**src/rtl/cfg_reg_arb.sv**
```systemverilog
// cfg_reg_arb: round-robin arbiter/sequencer between two config masters and a cfg_reg bank.
// Optional write lock per register is enabled by defining CFG_REG_LOCK_EN.
module cfg_reg_arb #(
    parameter int                        REG_NUM        = 8,
    parameter int                        REG_ADDR_WIDTH = 32,
    parameter int                        REG_DATA_WIDTH = 32,
    parameter logic [REG_ADDR_WIDTH-1:0] BASE_ADDR      = '0,
    parameter int                        ADDR_STRIDE    = 4
) (
    input  logic                              clk,
    input  logic                              rstn,
    input  logic                              m0_req,
    input  logic                              m0_wr,
    input  logic [REG_ADDR_WIDTH-1:0]         m0_addr,
    input  logic [REG_DATA_WIDTH-1:0]         m0_wdata,
    output logic                              m0_ack,
    output logic [REG_DATA_WIDTH-1:0]         m0_rdata,
    output logic                              m0_err,
    input  logic                              m1_req,
    input  logic                              m1_wr,
    input  logic [REG_ADDR_WIDTH-1:0]         m1_addr,
    input  logic [REG_DATA_WIDTH-1:0]         m1_wdata,
    output logic                              m1_ack,
    output logic [REG_DATA_WIDTH-1:0]         m1_rdata,
    output logic                              m1_err,
    output logic [REG_NUM-1:0]                cfg_vld,
    output logic [REG_DATA_WIDTH-1:0]         cfg_data,
`ifdef CFG_REG_LOCK_EN
    input  logic [REG_NUM-1:0]                cfg_lock,
`endif
    input  logic [REG_NUM*REG_DATA_WIDTH-1:0] reg_data_bus
);

    localparam int AW = REG_ADDR_WIDTH;
    localparam int DW = REG_DATA_WIDTH;
    localparam int IW = (REG_NUM > 1) ? $clog2(REG_NUM) : 1;
    localparam int SH = $clog2(ADDR_STRIDE);
    localparam logic [AW-1:0] STRIDE_MASK = AW'(ADDR_STRIDE - 1);
    localparam logic [AW-1:0] REG_LIMIT   = AW'(REG_NUM);

    typedef enum logic [1:0] {IDLE, EXEC, RESP} state_t;

    state_t          state_q, state_d;
    logic            rr;
    logic            any_req, sel_m1, sel_wr, sel_hit, wr_blk;
    logic [AW-1:0]   sel_addr;
    logic [DW-1:0]   sel_wdata;
    logic [IW-1:0]   sel_idx;
    logic            gnt_m1, lat_wr, lat_hit, lat_err;
    logic [IW-1:0]   lat_idx;
    logic [DW-1:0]   rd_word;

    function automatic logic addr_hit(input logic [AW-1:0] addr);
        logic [AW-1:0] off;
        off = addr - BASE_ADDR;
        return (addr >= BASE_ADDR) && ((off & STRIDE_MASK) == '0) && ((off >> SH) < REG_LIMIT);
    endfunction

    function automatic logic [IW-1:0] addr_idx(input logic [AW-1:0] addr);
        logic [AW-1:0] off;
        off = addr - BASE_ADDR;
        return IW'(off >> SH);
    endfunction

    // Decode runs on the granting edge so the strobe can be registered straight into EXEC.
    always_comb begin
        any_req   = m0_req | m1_req;
        sel_m1    = (m0_req && m1_req) ? rr : m1_req;
        sel_wr    = sel_m1 ? m1_wr : m0_wr;
        sel_addr  = sel_m1 ? m1_addr : m0_addr;
        sel_wdata = sel_m1 ? m1_wdata : m0_wdata;
        sel_hit   = addr_hit(sel_addr);
        sel_idx   = addr_idx(sel_addr);
`ifdef CFG_REG_LOCK_EN
        wr_blk    = cfg_lock[sel_idx];
`else
        wr_blk    = 1'b0;
`endif
    end

    always_comb begin
        state_d = state_q;
        case (state_q)
            IDLE:    if (any_req) state_d = EXEC;
            EXEC:    state_d = RESP;
            RESP:    state_d = IDLE;
            default: state_d = IDLE;
        endcase
    end

    always_ff @(posedge clk) begin
        if (!rstn) state_q <= IDLE;
        else       state_q <= state_d;
    end

    // IDLE -> EXEC: capture the granted transaction context
    always_ff @(posedge clk) begin
        if (state_q == IDLE && any_req) begin
            gnt_m1  <= sel_m1;
            lat_wr  <= sel_wr;
            lat_hit <= sel_hit;
            lat_idx <= sel_idx;
            lat_err <= !sel_hit || (sel_wr && wr_blk);
        end
    end

    always_comb begin
        rd_word = '0;
        if (!lat_wr && lat_hit) rd_word = reg_data_bus[lat_idx*DW +: DW];
    end

    // EXEC -> RESP: readback captured and response driven to the granted master only
    always_ff @(posedge clk) begin
        if (!rstn) begin
            rr       <= 1'b0;
            cfg_vld  <= '0;
            cfg_data <= '0;
            m0_ack   <= 1'b0;
            m0_rdata <= '0;
            m0_err   <= 1'b0;
            m1_ack   <= 1'b0;
            m1_rdata <= '0;
            m1_err   <= 1'b0;
        end else begin
            cfg_vld  <= '0;
            m0_ack   <= 1'b0;
            m0_rdata <= '0;
            m0_err   <= 1'b0;
            m1_ack   <= 1'b0;
            m1_rdata <= '0;
            m1_err   <= 1'b0;
            case (state_q)
                IDLE: begin
                    if (any_req && sel_wr && sel_hit && !wr_blk) begin
                        cfg_vld  <= REG_NUM'(1) << sel_idx;
                        cfg_data <= sel_wdata;
                    end
                end
                EXEC: begin
                    m0_ack   <= !gnt_m1;
                    m0_err   <= !gnt_m1 && lat_err;
                    m0_rdata <= gnt_m1 ? '0 : rd_word;
                    m1_ack   <= gnt_m1;
                    m1_err   <= gnt_m1 && lat_err;
                    m1_rdata <= gnt_m1 ? rd_word : '0;
                end
                RESP:    rr <= !gnt_m1;
                default: ;
            endcase
        end
    end

endmodule
```
**config.mk**
```make
export PLATFORM = sky130hd
export DESIGN_NAME = cfg_reg_arb
export DESIGN_NICKNAME = d
export VERILOG_FILES = /design/src/rtl/cfg_reg_arb.sv
export SDC_FILE = /design/constraint.sdc
export NUM_CORES = 1
export LEC_CHECK = 0
export CAP_MARGIN = 10
export CORE_AREA = 2 2 191 193
export CTS_CLUSTER_DIAMETER = 200
export DETAILED_ROUTE_END_ITERATION = 12
export DIE_AREA = 0 0 193 195
export HOLD_SLACK_MARGIN = 0.03
export SETUP_SLACK_MARGIN = 0.15
export SLEW_MARGIN = 30
export SYNTH_ARGS = -nofsm -noshare
export SYNTH_HDL_FRONTEND = slang
export SYNTH_SLANG_ARGS = --single-unit
export TNS_END_PERCENT = 30
```
**constraint.sdc**
```tcl
create_clock -name clk -period 2.5 [get_ports clk]
set_input_delay 0.625 -clock clk [delete_from_list [all_inputs] [get_ports clk]]
set_output_delay 0.625 -clock clk [all_outputs]
set_load 0.05 [all_outputs]
```
==> results <==
==> report_power, final <==
group / internal (W) / switching, W
Clock: 0.00166 / 0.00101
Sequential: 0.00193 / 0.0000151
Combinational: 0.000991 / 0.000541
Total: 0.00457 / 0.00157
==> how the worst max path moves through the flow <==
stage,cells after the start,startpoint,slack [ns],end
floorplan,5,m1_req,0.47,cfg_vld[0]
global placement,7,m1_addr[1],-0.15,cfg_data[25]
detailed placement,7,m1_addr[1],-0.21,cfg_vld[2]
CTS,1,cfg_data[11],0.15,cfg_data[11]
global route,7,m1_addr[1],0.13,cfg_vld[5]
finish,1,cfg_data[11],0.21,cfg_data[11]
==> cell type report <==
type / count / area, µm²
multi-input combinational: 405 / 3412
fill: 3589 / 23090
timing repair buffer: 519 / 5202
tap: 461 / 576.8
antenna: 4 / 10.01
inverter: 9 / 33.78
clock inverter: 14 / 183.9
clock buffer: 18 / 450.4
sequential: 118 / 2432
==> state kept, by name, summed over array words and instances (netlist names) <==
signal / count
state_q: 2
m1_ack: 1
cfg_vld: 8
lat_hit: 1
cfg_data: 32
gnt_m1: 1
m0_ack: 1
m0_rdata: 32
rr: 1
lat_err: 1
m1_rdata: 32
m0_err: 1
m1_err: 1
lat_idx: 3
lat_wr: 1
==> cells by family (layout without fill, tap and decap cells) <==
| kind of cell | after synthesis | after routing |
|---|---|---|
| muxes | 132 | 132 |
| DFF | 118 | 118 |
| buffers and inverters | 56 | 560 |
| AOI/OAI and AO/OA | 3 | 3 |
| other | 0 | 4 |
| and+or+nand+nor | 270 | 270 |
==> stage by stage <==
| stage | hold WS (ns) | total power (W) |
|---|---|---|
| 2_1_floorplan | 0.4406 | 0.002664 |
| 3_3_place_gp | 0.4449 | 0.003525 |
| 3_5_place_dp | 0.4567 | 0.003531 |
| 4_1_cts | 0.4682 | 0.006255 |
| 5_1_grt | 0.4870 | 0.006419 |
| 6_report | 0.4642 | 0.006142 |
==> timing repair <==
item / in CTS / in global routing
resized for setup: 0 / 2
buffers inserted: 0 / 0
endpoints found under the setup margin: 0 / 17
==> layout by cell type, fill, tap and decap left out, types with 3 or more instances in the layout <==
cell type,n
nor3_1,3
edfxtp_1,7
nor2_1,134
nor4_1,20
mux4_2,64
dfxtp_1,111
mux2_2,34
diode_2,4
buf_4,17
inv_6,7
bufinv_16,3
buf_12,5
mux2i_1,34
nand2_1,69
or3_1,32
inv_1,8
clkdlybuf4s50_1,497
clkbuf_16,18
==> layer usage <==
metal	vias up	wire length [µm]	global-route usage
li1	3055	-	-
met1	3005	11680	0.1740
met2	290	14290	0.2589
met3	22	2850	0.05158
met4	6	303	0.03199
met5	-	34	0
==> metrics.cfg <==
[synth]
synth_fa_ha_area_frac=0
synth_mux_area_frac=0.3576
yosysTopAreaCell=dfxtp_1
synth_seq_cells=118
ys_warn_count=0
synthTopCellsByArea=dfxtp_1 (37%), mux4_2 (24%), nor2_1 (8.3%)
seq_area_frac_synth=0.4018
synth_top_cell_area_share=0.3671
syn-num-nets=969
ys_async_sr_fraction=0
synth_xor_area_frac=0
synth_top_family_by_area=multiplexers
synth-simple-area-share=0.1964
post_synth_num_cell_types=26
yosysMostFrequentCell=nor2_1
synth_edf_count=7
syn_inst=579
avgSynthCellArea_um2=10.45
synth-main-ff-cell=dfxtp_1
syn_area_mm2=0.006053
synth-compound-area-share=0.003927
netlist_top_cells_count=nor2_1 (134), dfxtp_1 (111), nand2_1 (70)

[sta]
period_needed_ns=2.291
drv_slew=0
setup_ws_ns=0.2089
timing.final.crit_share=0.9164
rsz0062_at_grt=no
finalSetupTns_ns=0
fmax_ghz=0.4365
finalSetupViolations=0
clock_skew_ns=0.01075
relSlewSlack=0.5731
timing_hold_violations_final=0
worst_pin_slew_ns=0.6383

[critical_path]
r2r_slack_ns=0.50
reg2reg_depth=5
crit_type=reg2out
r2r_start=lat_idx[0]
end_kind=output pin
r2r_end=m0_rdata[29]
crit_buf_inv=1
path_delay_family=buffers and inverters
slowest_delay_ns=0.85
worst_setup_path_start_kind=register
crit_fanout=2
cp_cell_sequence=clkdlybuf4s50_1
worst_path_max_delay_cell=clkdlybuf4s50_1
arrival_ns=1.67
required_ns=1.88

[grt]
antenna_found_initial=6
gr-total-overflow=0
grt_max_degree=36
grt_pass1_wl_mm=41.08
grt_usage=0.1483
grt_pass1_vias=6597

[final_layout]
drive_above_1_share=0.1496
final_cell_area_mm2=0.01230
utilization=0.3475
nets=1460
final_cells=1548
synthToLayoutAreaGrowth_pct=103.2

[placed_design]
place_congestion=0.8444
placed_area_mm2=0.01164
pre_cts_ws_ns=-0.2112
dp_cells=1512
io_buffers=497
hpwl_mm=23.36

[detailed_routing]
via_count=6378
drc=0
drt_iter0_drc=181
post_drt_wl_per_cell_um=18.84
ant_nets=0
drt_wl_total_mm=29.16
avgViaCountPerCell=4.120
firstDrtPassIters=4

[pwr]
p_leak_nw=4.569
irDropWorstVdd_uv=427.2
pwr_density_cell_mw_per_mm2=499.3

[hold_path]
worstHoldStart=cfg_data[22]
hold_end=cfg_data[22]
hold_path_class=reg2reg
whs_path_depth=2

[floorplan]
die_h_um=195
core-area_mm2=0.03540
io_pins=498
fp.dieW_um=193
initial_core_util=0.1710
die-area_mm2=0.03764
row_count=69

[clock_network]
cts_buffers=17
cts-root-buf=clkbuf_16
cts.sinks=118
clk_path_buf_depth=2
cts_tree=done
clkLatencyLatePin_ns=0.42
cts_hold_buf=0
path_clk_slew_ns=0.06
htree_levels=4

[outcome]
status=complete, no violations

[job]
maxCapViolCount=0

Note: power is estimated with default switching activity, not from simulation.
